[config.mk]
export PLATFORM = sky130hd
export DESIGN_NAME = hazard_ctrl
export DESIGN_NICKNAME = d
export VERILOG_FILES = /design/src/rtl/hazard_pkg.sv /design/src/rtl/load_use_detect.sv /design/src/rtl/hazard_ctrl.sv
export SDC_FILE = /design/constraint.sdc
export NUM_CORES = 1
export LEC_CHECK = 0
export ABC_AREA = 1
export CAP_MARGIN = 20
export CORE_MARGIN = 5
export CORE_UTILIZATION = 37
export CTS_CLUSTER_DIAMETER = 150
export DETAILED_ROUTE_END_ITERATION = 6
export GPL_ROUTABILITY_DRIVEN = 1
export PLACE_DENSITY_LB_ADDON = 0.08
export SLEW_MARGIN = 0
export SYNTH_ARGS = -nofsm -noshare
export SYNTH_HDL_FRONTEND = slang
export SYNTH_SLANG_ARGS = --single-unit
[constraint.sdc]
create_clock -name clk_i -period 2.85 [get_ports clk_i]
set_input_delay 0.57 -clock clk_i [delete_from_list [all_inputs] [get_ports clk_i]]
set_output_delay 0.57 -clock clk_i [all_outputs]
set_load 0.005 [all_outputs]
[src/rtl/hazard_pkg.sv]
// hazard_pkg: shared state type, register-zero constant and pipeline control vectors for hazard_ctrl
package hazard_pkg;

    typedef enum logic [1:0] {
        RUN      = 2'd0,
        MEM_WAIT = 2'd1,
        ERR      = 2'd2
    } state_t;

    localparam logic [4:0] REG_ZERO = 5'd0;

    typedef struct packed {
        logic pc_write;
        logic if_id_write;
        logic if_flush;
        logic id_ex_write;
        logic id_ex_bubble;
        logic ex_mem_write;
        logic mem_wb_bubble;
    } ctrl_t;

    localparam ctrl_t CTRL_IDLE   = ctrl_t'(7'b1101010);
    // Everything up to EX/MEM holds; MEM/WB takes a bubble so WB does not repeat.
    localparam ctrl_t CTRL_FREEZE = ctrl_t'(7'b0000001);
    // PC and IF/ID hold while a bubble enters EX.
    localparam ctrl_t CTRL_LU     = ctrl_t'(7'b0001110);
    localparam ctrl_t CTRL_FLUSH  = ctrl_t'(7'b1111010);

endpackage

[src/rtl/load_use_detect.sv]
// load_use_detect: combinational check that a load in EX feeds a source register of the instruction in ID
//   ID_EX_memread_i, ID_EX_RT_i : load in EX and its destination
//   ID_RS_i, ID_RT_i            : sources of the instruction in ID
//   hazard_o                    : a one-cycle stall is required
module load_use_detect
    import hazard_pkg::*;
(
    input  logic       ID_EX_memread_i,
    input  logic [4:0] ID_EX_RT_i,
    input  logic [4:0] ID_RS_i,
    input  logic [4:0] ID_RT_i,
    output logic       hazard_o
);

    assign hazard_o = ID_EX_memread_i && (ID_EX_RT_i != REG_ZERO) &&
                      ((ID_EX_RT_i == ID_RS_i) || (ID_EX_RT_i == ID_RT_i));

endmodule

[src/rtl/hazard_ctrl.sv]
// hazard_ctrl: load-use stall, branch flush and data-memory wait sequencer with watchdog
//   Optional feature macro: HAZARD_PERF_CNT_EN (performance counters; tied to 0 when undefined)
//   clk_i, rst_i (async, active-high)
//   ID_RS_i, ID_RT_i, ID_EX_memread_i, ID_EX_RT_i : load-use inputs
//   branch_taken_i                                : taken branch in ID
//   mem_req_i, mem_ack_i                          : data-memory handshake
//   *_write_o, *_bubble_o, IF_flush_o             : pipeline register controls
//   mem_err_o                                     : sticky watchdog error
//   stall_cycles_o, flush_count_o                 : saturating performance counters
module hazard_ctrl
    import hazard_pkg::*;
#(
    parameter int TIMEOUT = 64,
    parameter int CNT_W   = 32
) (
    input  logic             clk_i,
    input  logic             rst_i,
    input  logic [4:0]       ID_RS_i,
    input  logic [4:0]       ID_RT_i,
    input  logic             ID_EX_memread_i,
    input  logic [4:0]       ID_EX_RT_i,
    input  logic             branch_taken_i,
    input  logic             mem_req_i,
    input  logic             mem_ack_i,
    output logic             PC_write_o,
    output logic             IF_ID_write_o,
    output logic             IF_flush_o,
    output logic             ID_EX_write_o,
    output logic             ID_EX_bubble_o,
    output logic             EX_MEM_write_o,
    output logic             MEM_WB_bubble_o,
    output logic             mem_err_o,
    output logic [CNT_W-1:0] stall_cycles_o,
    output logic [CNT_W-1:0] flush_count_o
);

    localparam int WC_W = (TIMEOUT < 2) ? 1 : $clog2(TIMEOUT);

    state_t          r_state;
    logic [WC_W-1:0] r_wcnt;
    logic            w_lu;
    logic            w_freeze;
    logic            w_tmo;
    ctrl_t           w_resolve;
    ctrl_t           w_ctrl;

    load_use_detect u_lu (
        .ID_EX_memread_i (ID_EX_memread_i),
        .ID_EX_RT_i      (ID_EX_RT_i),
        .ID_RS_i         (ID_RS_i),
        .ID_RT_i         (ID_RT_i),
        .hazard_o        (w_lu)
    );

    // Load-use wins over a branch: the branch compared a stale operand.
    assign w_resolve = w_lu ? CTRL_LU : branch_taken_i ? CTRL_FLUSH : CTRL_IDLE;
    assign w_freeze  = (r_state == ERR) ||
                       ((r_state == MEM_WAIT) ? !mem_ack_i : (mem_req_i && !mem_ack_i));
    assign w_ctrl    = rst_i ? CTRL_IDLE : w_freeze ? CTRL_FREEZE : w_resolve;
    // r_wcnt holds completed waits, so the current cycle is wait number r_wcnt+1.
    assign w_tmo     = (TIMEOUT != 0) && (r_wcnt == WC_W'(TIMEOUT - 1));

    assign PC_write_o      = w_ctrl.pc_write;
    assign IF_ID_write_o   = w_ctrl.if_id_write;
    assign IF_flush_o      = w_ctrl.if_flush;
    assign ID_EX_write_o   = w_ctrl.id_ex_write;
    assign ID_EX_bubble_o  = w_ctrl.id_ex_bubble;
    assign EX_MEM_write_o  = w_ctrl.ex_mem_write;
    assign MEM_WB_bubble_o = w_ctrl.mem_wb_bubble;
    assign mem_err_o       = (r_state == ERR);

    always_ff @(posedge clk_i or posedge rst_i) begin
        if (rst_i) begin
            r_state <= RUN;
            r_wcnt  <= '0;
        end else begin
            unique case (r_state)
                RUN: begin
                    if (mem_req_i && !mem_ack_i) begin
                        r_state <= MEM_WAIT;
                        r_wcnt  <= WC_W'(1);
                    end
                end
                MEM_WAIT: begin
                    if (mem_ack_i) begin
                        r_state <= RUN;
                        r_wcnt  <= '0;
                    end else if (w_tmo) begin
                        r_state <= ERR;
                    end else begin
                        r_wcnt  <= r_wcnt + WC_W'(1);
                    end
                end
                default: r_state <= ERR;
            endcase
        end
    end

`ifdef HAZARD_PERF_CNT_EN
    logic [CNT_W-1:0] r_stall;
    logic [CNT_W-1:0] r_flush;

    // Both freeze and load-use hold the PC, so !pc_write marks a stall cycle.
    always_ff @(posedge clk_i or posedge rst_i) begin
        if (rst_i) begin
            r_stall <= '0;
            r_flush <= '0;
        end else begin
            if (!w_ctrl.pc_write && (r_stall != '1))
                r_stall <= r_stall + CNT_W'(1);
            if (w_ctrl.if_flush && (r_flush != '1))
                r_flush <= r_flush + CNT_W'(1);
        end
    end

    assign stall_cycles_o = r_stall;
    assign flush_count_o  = r_flush;
`else
    assign stall_cycles_o = '0;
    assign flush_count_o  = '0;
`endif

endmodule

Word-level counts from Yosys, hierarchy flattened
Index checks and enable logic that the tools add are counted.
{ "totals": {"reg_bits": 8, "input_bits": 21, "word_cells": 35} }
{ "op_classes": {"add_sub_neg": 1, "n_eq_ne": 8, "muxes": 13, "n_reduce_logical": 11} }
{ "op_table": {"columns": ["operator", "n"], "rows": [
  ["7-bit two-way mux", 3],
  ["6-bit two-way mux", 3],
  ["6-bit one-hot mux with 2 select lines", 1],
  ["5-bit == test", 2],
  ["6-bit by 1-bit adder with 6-bit output, second input constant", 1],
  ["6-bit == test, second input constant", 1],
  ["2-bit two-way mux", 3],
  ["3-bit != test, second input constant", 2],
  ["5-bit two-way mux", 1],
  ["5-bit nonzero test", 1],
  ["2-bit one-hot mux with 2 select lines", 1],
  ["1-bit logical AND", 3],
  ["3-bit AND reduction", 1],
  ["2-bit by 1-bit == test with 1-bit output, second input constant", 1],
  ["2-bit == test, second input constant", 1],
  ["2-bit logical NOT", 1],
  ["1-bit logical OR", 2],
  ["2-bit != test, second input constant", 1],
  ["2-bit AND reduction", 1],
  ["2-bit nonzero test", 1],
  ["1-bit logical NOT", 1],
  ["1-bit two-way mux", 1]
]} }

Longest topological paths before layout
{ "logic_depth": {"ltp_word": 6, "ltp_mapped": 10} }

Hierarchy
From an unflattened synthesis, not the netlist that was laid out.
{ "unflattened": {"cells_unflattened": 184, "hier_area_um2": 1234.9} }
{ "by_module_without_submodules": {"columns": ["mod", "instances", "cells_each", "area_per_inst_um2", "seq_area_each_um2"], "rows": [
  ["hazard_ctrl", 1, 139, 1039.7, 200.2],
  ["load_use_detect", 1, 45, 195.2, 0.0]
]} }

Least setup slack after synthesis
No wires, ideal clock.
{ "synth_path": {"path_type": "input -> output", "from": "input port ID_EX_RT_i[2]", "to": "output port PC_write_o", "arrival_time_ns": 1.268, "required_time_ns": 2.280, "slack_ns": 1.012, "stages": 10, "cell_sequence": "inv_1 -> nand2_1 -> nand2_1 -> nor2_1 -> nand3_1 -> nand2_1 -> nand2_1 -> nand2_1 -> nand2_1 -> buf_4"} }
{ "synth_via": {"elab_chain_cells": 6, "elab_cells_between_ends": 9, "classes_between": "2 x eq/ne; 3 x mux; 4 x reduce/logical"} }
{ "synth_rtl": {"columns": ["element", "line", "source"], "rows": [
  ["from (decl)", "hazard_ctrl.sv:21", "input logic [4:0] ID_EX_RT_i,"],
  ["5-bit == test or 5-bit nonzero test (tied branches)", "load_use_detect.sv:16, load_use_detect.sv:15", null],
  ["1-bit logical OR or 1-bit logical AND (tied branches)", "load_use_detect.sv:16, load_use_detect.sv:15", null],
  ["1-bit logical AND *", "load_use_detect.sv:15", "assign hazard_o = ID_EX_memread_i && (ID_EX_RT_i != REG_ZERO) &&"],
  ["7-bit two-way mux *", "hazard_ctrl.sv:56", "assign w_resolve = w_lu ? CTRL_LU : branch_taken_i ? CTRL_FLUSH : CTRL_IDLE;"],
  ["7-bit two-way mux * (2 in series)", "hazard_ctrl.sv:59", "assign w_ctrl = rst_i ? CTRL_IDLE : w_freeze ? CTRL_FREEZE : w_resolve;"],
  ["to (decl)", "hazard_ctrl.sv:25", "output logic PC_write_o,"]
]} }
Every way passes the cells marked *; elsewhere a longest branch is shown, timed or not.

Worst setup path after layout
{ "layout_path": {"from": "input port ID_RS_i[0]", "to": "output port ID_EX_bubble_o"} }
{ "layout_via": {"elab_chain_cells": 6} }
{ "layout_rtl": {"columns": ["element", "line", "source"], "rows": [
  ["from (decl)", "hazard_ctrl.sv:18", "input logic [4:0] ID_RS_i,"],
  ["5-bit == test", "load_use_detect.sv:16", "((ID_EX_RT_i == ID_RS_i) || (ID_EX_RT_i == ID_RT_i));"],
  ["1-bit logical OR", "load_use_detect.sv:16", null],
  ["1-bit logical AND", "load_use_detect.sv:15", null],
  ["7-bit two-way mux", "hazard_ctrl.sv:56", null],
  ["7-bit two-way mux (2 in series)", "hazard_ctrl.sv:59", null],
  ["to (decl)", "hazard_ctrl.sv:29", "output logic ID_EX_bubble_o,"]
]} }
No other way between the ends.

==> key figures <==
Pwr
  • Standby leakage power: 0.8274 nW
  • Power per cell area: 213.0 mW/mm2
  • Peak supply drop: 0.1022 mV
  • Final Power: between 0.2 and 0.3 mW

Clock network
  • Number of buffers added by the clock tree synthesis step: 3
  • Number of clock sinks seen by CTS: 8
  • Total number of H-tree levels: 1
  • Root Driver: sky130_fd_sc_hd__clkbuf_4
  • Number of buffers added to fix hold violations after cts: 0
  • Clock-pin transition on the worst setup and hold timing paths: 50 ps
  • Post-CTS Repair Setup Buffers: 0
  • TritonCTS clock tree: yes
  • Maximum count of clock buffers along a single path: 2
  • Worst-Skew Late Latency: 250 ps

Finish
  • Multi-input gate area: about 680 um2
  • Filler cell count in the final layout: 349
  • Count of antenna diodes in the layout: 0
  • Area delta synth->final: 10.69%
  • Final core utilization: 0.4183
  • Fraction of final layout cells with drive strength greater than 1: 0.1106
  • FF+latch area: 200.2 um2
  • Net total in the final layout: between 200 and 250

Route
  • Count of antenna-violating nets left after detailed routing: 0
  • Routed WL per cell: 9.023 um
  • Detailed router's first-iteration violation count: 34
  • Residual DRC: 0
  • Via density per instance: 3.696
  • Final routed wirelength across all metal layers: between 2000 and 2500 um
  • First drt pass iteration count: 4
  • Number of vias after detailed routing: 972

Floorplan
  • Standard-cell rows: 21
  • Die X-Extent: 67.92 um
  • Effective utilization at floorplan: 0.3779
  • Core area: 0.003284 mm2
  • Die Area: around 0.0046 mm2
  • Y dimension of the die: around 68 um
  • Boundary Pins: 93

Global route
  • Overall global routing resource usage: 0.1007
  • Via count of the first global-routing pass: ~900
  • Antenna violations before repair: 0
  • Pin count of the biggest net entering global routing: 9
  • GRT overflow: 0
  • Wire length of the first global-routing pass: 3643 um

Logic synthesis
  • Share of synthesized area occupied by flip-flops and latches: 0.1613
  • Dominant combinational cell family by area after synthesis: buffers and inverters
  • Share of the synthesized area in the top cell type: 0.3992
  • Xor and xnor fraction of the mapped netlist area: 0.01411
  • Post-synthesis instance area: 0.001241 mm2
  • Fraction of the mapped netlist area in compound gates: 0.04839
  • Avg Cell Area, Syn: 6.637 um2
  • Register bit count reported by yosys: 8
  • Share of synthesized area spent on multiplexers: 0
  • Biggest area contributors in the synthesized netlist: sky130_fd_sc_hd__buf_4 (40%), sky130_fd_sc_hd__dfrtp_1 (16%), sky130_fd_sc_hd__nand2_1 (12%)
  • Synth Area in Adders: 0.01008
  • Yosys cell types: 24
  • Synthesis warning total: 0
  • Simple-Gate Fraction of Synth Area: 0.2833
  • Post-Synthesis Cells: 187
  • Cell type contributing the most total cell area after synthesis: sky130_fd_sc_hd__buf_4

Job
  • Max-cap viol count: 0

STA
  • Final slew viol count: 0
  • Largest clock skew in the final design: roughly 5.1 ps
  • Timing-limited maximum frequency: 0.3654 GHz
  • Worst setup margin: roughly 110 ps
  • Crit share post-route: 0.9603
  • Unrepaired setup endpoints after global routing: false
  • Minimum clock period: 2737 ps
  • Number of setup violations in the final report: 0
  • Count of endpoints failing hold in the final timing report: 0

Place
  • Routability congestion estimate from global placement: roughly 0.8
  • Half-perimeter wire length after placement: around 2200 um
  • Dpl ws: -13.44 ps
  • Input/output buffers: 28

Setup path
  • Critical path required time: 2280 ps
  • Worst Path Max Fanout: 2
  • Arrival time of the worst setup path: 2170 ps
  • Kind of critical path: input port to output pin
  • Nature of the critical path startpoint: input port
  • Endpoint class of the critical path: output pin

Min path
  • HP Class: flop to flop

Status
  • Status: finished, final reports clean
layer usage:
metal | track usage | part of all wire
met4 | 0.02233 | 0
met5 | 0 | 0
met1 | 0.1232 | 0.39
met3 | 0.02627 | 0.11
met2 | 0.1757 | 0.50
path summary, 6_finish.rpt:
check,from,to,slack [ps],cells past startpoint
max in group asynchronous,rst_i,r_wcnt[4],2010,3
min,r_wcnt[1],r_wcnt[1],520,2
min in group asynchronous,rst_i,r_wcnt[3],710,3
max,ID_RS_i[0],ID_EX_bubble_o,110,10
max reg2reg,r_wcnt[0],r_wcnt[3],1470,8
min reg2reg,r_wcnt[1],r_wcnt[1],520,2
cell usage in the layout (no fill, tap or decap), drive strengths merged:
master and instances:
xnor2 2, or2 1, ha 1, o32ai 1, conb 64, nand3 8, o21ai 6, clkbuf 3
nand2 45, buf 2, dlygate4sd2 1, dlymetal6s2s 6, nand4 3, dfrtp 8, nor3b 1, nor2 15
a21oi 2, nor3 1, clkdlybuf4s50 21, inv 26
registers in the layout (all words and copies together) (netlist names):
register / flops
r_wcnt: 6
r_state: 2
repair_timing:
action / CTS / global route
pin swaps: 0 / 1
endpoints found under the setup margin: 1 / 4
gates resized for setup: 1 / 8
endpoints found under the hold margin: 0 / 0
cell families after synthesis:
logic type / Yosys count
and+or+nand+nor: 74
adders and majority gates: 1
buffers and inverters: 92
DFF: 8
AOI/OAI and AO/OA: 9
xor gates and xnor gates: 2
other: 1
Yosys cell counts, drive strengths merged:
library cell,n
nand4,3
nand3,8
inv,26
a21oi,2
ha,1
or2,1
conb,1
o32ai,1
nor3,1
o21ai,6
dfrtp,8
nor3b,1
nor2,15
nand2,45
xnor2,2
buf,66
final cells by class:
cell class | instances | share of cell area
clock buffer | 3 | 0.01639
inverter | 26 | 0.07286
timing repair buffer | 30 | 0.2250
tap | 46 | 0.04189
multi-input combinational | 150 | 0.4982
sequential | 8 | 0.1457
critical path, stage by stage:
cell and delay (ps):
sky130_fd_sc_hd__clkdlybuf4s50_1 490, sky130_fd_sc_hd__inv_1 40, sky130_fd_sc_hd__nand2_1 50, sky130_fd_sc_hd__nand2_1 60, sky130_fd_sc_hd__nor2_2 120, sky130_fd_sc_hd__nand3_1 80, sky130_fd_sc_hd__nand2_1 90, sky130_fd_sc_hd__nand2_1 70
sky130_fd_sc_hd__nor2_1 90, sky130_fd_sc_hd__clkdlybuf4s50_1 500
metrics by stage:
| step | hold slack [ps] | cells | area [um2] | TNS, ps |
|---|---|---|---|---|
| after floorplan | 410.4 | 250 | 1478 | 0 |
| after global placement | 506.1 | 260 | 1335 | 0 |
| after detailed placement | 511.5 | 260 | 1335 | -13.44 |
| after CTS | 525.8 | 263 | 1356 | 0 |
| after global routing | 560.3 | 263 | 1374 | 0 |
| final | 525.0 | 263 | 1374 | 0 |
where the power goes:
part           switching [mW]  internal, mW
Clock                  0.0341        0.0479
Combinational          0.0534        0.0419
Sequential           0.000732         0.115
Power figures use the tool's default switching activity.
